[src/rtl/adder_share_arbiter.sv]
// Round-robin shared N-bit ripple-carry adder: one operation in flight,
// result returned on a valid/ready channel tagged with the requester index.
module adder_share_arbiter #(
    parameter int N      = 8,
    parameter int NREQ   = 4,
    parameter int ID_W   = 2,
    parameter int SETTLE = 1
) (
    input  logic              clk,
    input  logic              rst,
    input  logic [NREQ-1:0]   req,
    input  logic [NREQ*N-1:0] a_bus,
    input  logic [NREQ*N-1:0] b_bus,
    input  logic [NREQ-1:0]   cin,
    output logic [NREQ-1:0]   gnt,
    output logic              busy,
    output logic              rsp_valid,
    input  logic              rsp_ready,
    output logic [ID_W-1:0]   rsp_id,
    output logic [N-1:0]      rsp_sum,
    output logic              rsp_cout
);

    localparam int CNT_W = (SETTLE > 1) ? $clog2(SETTLE) : 1;

    typedef enum logic [1:0] {
        S_IDLE,
        S_SETTLE,
        S_RESP
    } state_t;

    state_t              r_state;
    state_t              w_next_state;
    logic [ID_W-1:0]     r_ptr;
    logic [ID_W-1:0]     r_sel;
    logic [CNT_W-1:0]    r_cnt;
    logic [N-1:0]        r_a;
    logic [N-1:0]        r_b;
    logic                r_cin;
    logic [NREQ-1:0]     r_gnt;
    logic                r_rsp_valid;
    logic [ID_W-1:0]     r_rsp_id;
    logic [N-1:0]        r_rsp_sum;
    logic                r_rsp_cout;

    logic                w_hi_found;
    logic                w_lo_found;
    logic [ID_W-1:0]     w_hi;
    logic [ID_W-1:0]     w_lo;
    logic                w_found;
    logic [ID_W-1:0]     w_pick;
    logic [ID_W-1:0]     w_ptr_next;
    logic [NREQ-1:0]     w_onehot;
    logic [N-1:0]        w_a;
    logic [N-1:0]        w_b;
    logic                w_c;
    logic [N:0]          w_carry;
    logic [N-1:0]        w_sum;

    // Round-robin: lowest requester at or above ptr wins, else lowest overall (wrap).
    always_comb begin
        w_hi_found = 1'b0;
        w_lo_found = 1'b0;
        w_hi       = '0;
        w_lo       = '0;
        for (int unsigned k = 0; k < NREQ; k++) begin
            if (req[k] && !w_hi_found && (ID_W'(k) >= r_ptr)) begin
                w_hi_found = 1'b1;
                w_hi       = ID_W'(k);
            end
            if (req[k] && !w_lo_found) begin
                w_lo_found = 1'b1;
                w_lo       = ID_W'(k);
            end
        end
        w_found    = w_hi_found | w_lo_found;
        w_pick     = w_hi_found ? w_hi : w_lo;
        w_ptr_next = (w_pick == ID_W'(NREQ - 1)) ? '0 : w_pick + 1'b1;
    end

    always_comb begin
        w_onehot = '0;
        w_a      = '0;
        w_b      = '0;
        w_c      = 1'b0;
        for (int unsigned k = 0; k < NREQ; k++) begin
            if (w_found && (ID_W'(k) == w_pick)) begin
                w_onehot[k] = 1'b1;
                w_a         = a_bus[k*N +: N];
                w_b         = b_bus[k*N +: N];
                w_c         = cin[k];
            end
        end
    end

    // Shared ripple-carry datapath fed only from the latched operands.
    always_comb begin
        w_carry    = '0;
        w_sum      = '0;
        w_carry[0] = r_cin;
        for (int unsigned i = 0; i < N; i++) begin
            w_sum[i]     = r_a[i] ^ r_b[i] ^ w_carry[i];
            w_carry[i+1] = (r_a[i] & r_b[i]) | (w_carry[i] & (r_a[i] ^ r_b[i]));
        end
    end

    always_ff @(posedge clk or posedge rst) begin
        if (rst) r_state <= S_IDLE;
        else     r_state <= w_next_state;
    end

    always_comb begin
        w_next_state = r_state;
        case (r_state)
            S_IDLE:   if (w_found) w_next_state = S_SETTLE;
            S_SETTLE: if (r_cnt == '0) w_next_state = S_RESP;
            S_RESP:   if (r_rsp_valid && rsp_ready) w_next_state = S_IDLE;
            default:  w_next_state = S_IDLE;
        endcase
    end

    always_ff @(posedge clk or posedge rst) begin
        if (rst) begin
            r_ptr       <= '0;
            r_sel       <= '0;
            r_cnt       <= '0;
            r_a         <= '0;
            r_b         <= '0;
            r_cin       <= 1'b0;
            r_gnt       <= '0;
            r_rsp_valid <= 1'b0;
            r_rsp_id    <= '0;
            r_rsp_sum   <= '0;
            r_rsp_cout  <= 1'b0;
        end else begin
            r_gnt <= '0;
            case (r_state)
                S_IDLE: begin
                    if (w_found) begin
                        r_a   <= w_a;
                        r_b   <= w_b;
                        r_cin <= w_c;
                        r_gnt <= w_onehot;
                        r_sel <= w_pick;
                        r_ptr <= w_ptr_next;
                        r_cnt <= CNT_W'(SETTLE - 1);
                    end
                end
                S_SETTLE: begin
                    if (r_cnt != '0) begin
                        r_cnt <= r_cnt - 1'b1;
                    end else begin
                        r_rsp_sum   <= w_sum;
                        r_rsp_cout  <= w_carry[N];
                        r_rsp_id    <= r_sel;
                        r_rsp_valid <= 1'b1;
                    end
                end
                S_RESP: begin
                    if (r_rsp_valid && rsp_ready) r_rsp_valid <= 1'b0;
                end
                default: ;
            endcase
        end
    end

    assign gnt       = r_gnt;
    assign busy      = (r_state != S_IDLE);
    assign rsp_valid = r_rsp_valid;
    assign rsp_id    = r_rsp_id;
    assign rsp_sum   = r_rsp_sum;
    assign rsp_cout  = r_rsp_cout;

endmodule

[config.mk]
export PLATFORM = sky130hd
export DESIGN_NAME = adder_share_arbiter
export DESIGN_NICKNAME = d
export VERILOG_FILES = /design/src/rtl/adder_share_arbiter.sv
export SDC_FILE = /design/constraint.sdc
export NUM_CORES = 1
export LEC_CHECK = 0
export BUFFER_PORTS_ARGS = -buffer_cell sky130_fd_sc_hd__clkbuf_2
export CORE_AREA = 2 2 76 78
export DETAILED_ROUTE_END_ITERATION = 7
export DIE_AREA = 0 0 78 80
export HOLD_SLACK_MARGIN = 0.08
export PLACE_DENSITY = 0.78
export RECOVER_POWER = 100
export SLEW_MARGIN = 20
export SYNTH_ARGS = -nofsm -noshare
export SYNTH_HDL_FRONTEND = slang
export SYNTH_SLANG_ARGS = --single-unit
[constraint.sdc]
create_clock -name clk -period 3.9 [get_ports clk]
set_input_delay 0.585 -clock clk [delete_from_list [all_inputs] [get_ports clk]]
set_output_delay 0.585 -clock clk [all_outputs]
set_load 0.05 [all_outputs]
==> metrics.txt <==
Worst-path clk slew=0.07 ns; Reg2Reg Launch Point=r_a[0]; unique cell type count in the Yosys netlist=30; syn_area_per_cell=between 9 and 10 um^2; Hold Violations, Final=0; Hold Crit Class=reg -> reg; fin crit period=around 3.4 ns; post-detailed-route DRC marker count=0; vias=2012; CP endpoint kind=register; worst setup path start=r_a[0]; arrival time at the worst endpoint=around 3.6 ns; top cells by count, synth=39 x dfrtp_1, 34 x inv_1, 26 x nand2_1; Die Span X=78 um; setup ws final=0.5259 ns; post-route ant nets=0; gpl congestion=0.8256; Setup TNS=0 ns; Mapped Area=~2300 um^2; share of cells above drive strength 1=26.89%; CTS tree=built; first-pass GRT wire length=8569 um; H-Tree Depth=2; met1 WL=2402 um; failing checks=capacitance limit, slew limit; Seq pwr share=between 20% and 30%; worst reg-to-reg setup slack=approximately 0.53 ns; CP Launch Type=register; Comb pwr share=57.3%; Setup-failing EPs final=0; clock skew=0.003333 ns; final critical-path share of the clock period=86.52%; largest net degree at the start of global routing=42; WL final=~5200 um; Avg Vias per Cell=4.993; critical path start-end classification=reg -> reg; CTS root buffer=clkbuf_8; vias in the first global route=about 1900; ys flop type=dfrtp_1; hpwl dp=3958 um; total grt overflow=0; DRT Pass-1 Iters=4; NetSw=1184 uW; syn nets=roughly 330; routed length on met3=336 um; leakage=0.001429 uW; Mapped Cells=~250; # IOs=92; Bufs on Longest Clock Path=2; number of fill cells=530; Clock Sinks=39; die area=6240 um^2; pre-CTS setup slack=0.5405 ns; routed len/inst=12.80 um; Syn. warnings=0; status=finished, violations left; hold path start=rsp_sum[4]; nets@finish=417; Req. time, crit path=4.10 ns; r2r worst-path depth=14; Worst Path Max Fanout=2; fraction of registers with async set/reset=100.0%; cell area power density=888.0 nW/um^2; Max Used Layer=met4; Post-CTS Setup Bufs=0; hold_buf cts=0; routed wl met2=about 2300 um; RSZ-0062 raised after global routing=false; reg2reg end=rsp_sum[7]; Post-Layout Cell Count=403; Post-synth EDFFs=0; Max-Cap Viols=2; area leader, netlist=dfrtp_1; core region area=5405 um^2; Area contributors post-synth=dfrtp_1 43%, fa_1 7.1%, inv_1 5.6%, a211o_1 5.0%, a221oi_1 5.0%; count of final max-slew check failures=82; n_diodes=0; Seq/Total Area, Yosys=43.05%; P&R area growth vs syn=24.83%; port bufs=91; Row Count=27; worst slew pin tran=1.982 ns; most frequent cell after synthesis=dfrtp_1; Fmax achieved=296.4 MHz; Sw Ratio=47.11%; VDD IR-drop max=around 0.31 mV; WHS Endpoint=rsp_sum[4]; Initial Util=a little over two fifths; Total GRT Usage=17.48%; Yosys reg bits=39; post-CTS sizing=0; internal power=about 1300 uW; Yosys top cell area share=43.05%; clk_lat worst skew=0.29 ns; cell count after placement=approximately 400; antenna violations before repair=0; starting DRC count in detailed routing=97; relative slew slack=-32.14%; CTS Buf Count=5; WHS Path Cells=2; die height=80 um; clock share of power=13.5%
cell families after synthesis:
group,share of synthesized area [%]
AO/OA/AOI/OAI,22.41
flip-flops,43.05
multiplexers,3.421
AND/OR/NAND/NOR,12.31
adder cells (fa/ha/maj),9.271
buffers and inverters,9.548
worst max-delay path: stages, from the launching register on:
cell and delay, ns:
dfrtp_1 0.39, inv_1 0.08, fa_1 0.18, inv_1 0.06
fa_1 0.37, fa_1 0.39, fa_1 0.37, inv_1 0.07
fa_1 0.18, fa_1 0.16, inv_1 0.05, fa_1 0.36
inv_1 0.08, fa_1 0.39, o21ai_0 0.16
cells in the final DEF (no fill, tap or decap), types with 2 or more instances in the layout:
| cell | netlist | routed |
|---|---|---|
| a211o_1 | 13 | 13 |
| a21oi_1 | 12 | 12 |
| a221oi_1 | 13 | 13 |
| a22oi_1 | 5 | 5 |
| a31oi_1 | 14 | 14 |
| and2_0 | 0 | 4 |
| buf_4 | 0 | 2 |
| clkbuf_1 | 7 | 21 |
| clkbuf_2 | 0 | 72 |
| clkbuf_8 | 0 | 6 |
| dfrtp_1 | 39 | 39 |
| fa_1 | 8 | 8 |
| ha_1 | 4 | 4 |
| inv_1 | 34 | 34 |
| mux2_2 | 6 | 6 |
| nand2_1 | 26 | 26 |
| nand2b_1 | 3 | 3 |
| nor2_1 | 20 | 21 |
| nor2b_1 | 3 | 4 |
| o21ai_0 | 13 | 13 |
metrics by stage:
step / util [%] / cell area (um^2) / total power [uW] / hold slack [ns]
after floorplan: - / 2267 / 1897 / 0.4701
after global placement: 50.95 / 2754 / 2186 / 0.4662
after detailed placement: 50.95 / 2754 / 2223 / 0.4719
after CTS: 53.13 / 2872 / 2576 / 0.3961
after global routing: 52.36 / 2830 / 2741 / 0.5058
final: 52.36 / 2830 / 2513 / 0.4791
layer usage:
metal	track usage, %	vias to the layer above
met5	0	-
met2	26.98	83
met3	4.186	10
li1	-	1001
met1	23.22	918
met4	8.246	0
cell type report:
cell class	count	area [um^2]	area share, %
clock inverter	2	35.03	1.238
timing repair buffer	95	454.2	16.05
tap	72	90.09	3.183
inverter	34	127.6	4.509
clock buffer	6	82.58	2.918
sequential	39	975.9	34.48
multi-input combinational	155	1065	37.62
power groups by stage:
stage,logic [uW],registers [uW],clock network (uW)
2_1_floorplan,921,975,0
3_3_place_gp,1450,734,0
3_5_place_dp,1480,741,0
4_1_cts,1490,734,352
5_1_grt,1610,763,373
6_report,1440,733,339
registers in the layout (all words and copies together) (netlist names):
register   flops
rsp_valid      1
rsp_id         2
r_state        2
r_ptr          2
r_b            8
r_sel          2
rsp_cout       1
gnt            4
rsp_sum        8
r_cin          1
r_a            8
worst max path at each step:
stage                  to  slack (ns)  depth (start not counted)
2_1_floorplan  rsp_sum[7]        0.72                         14
5_1_grt            r_a[7]        0.32                         10
3_5_place_dp   rsp_sum[7]        0.54                         14
3_3_place_gp   rsp_sum[7]        0.62                         14
4_1_cts        rsp_sum[7]        0.52                         14
6_report       rsp_sum[7]        0.53                         14
No activity file was read; power rests on OpenSTA's default activity.
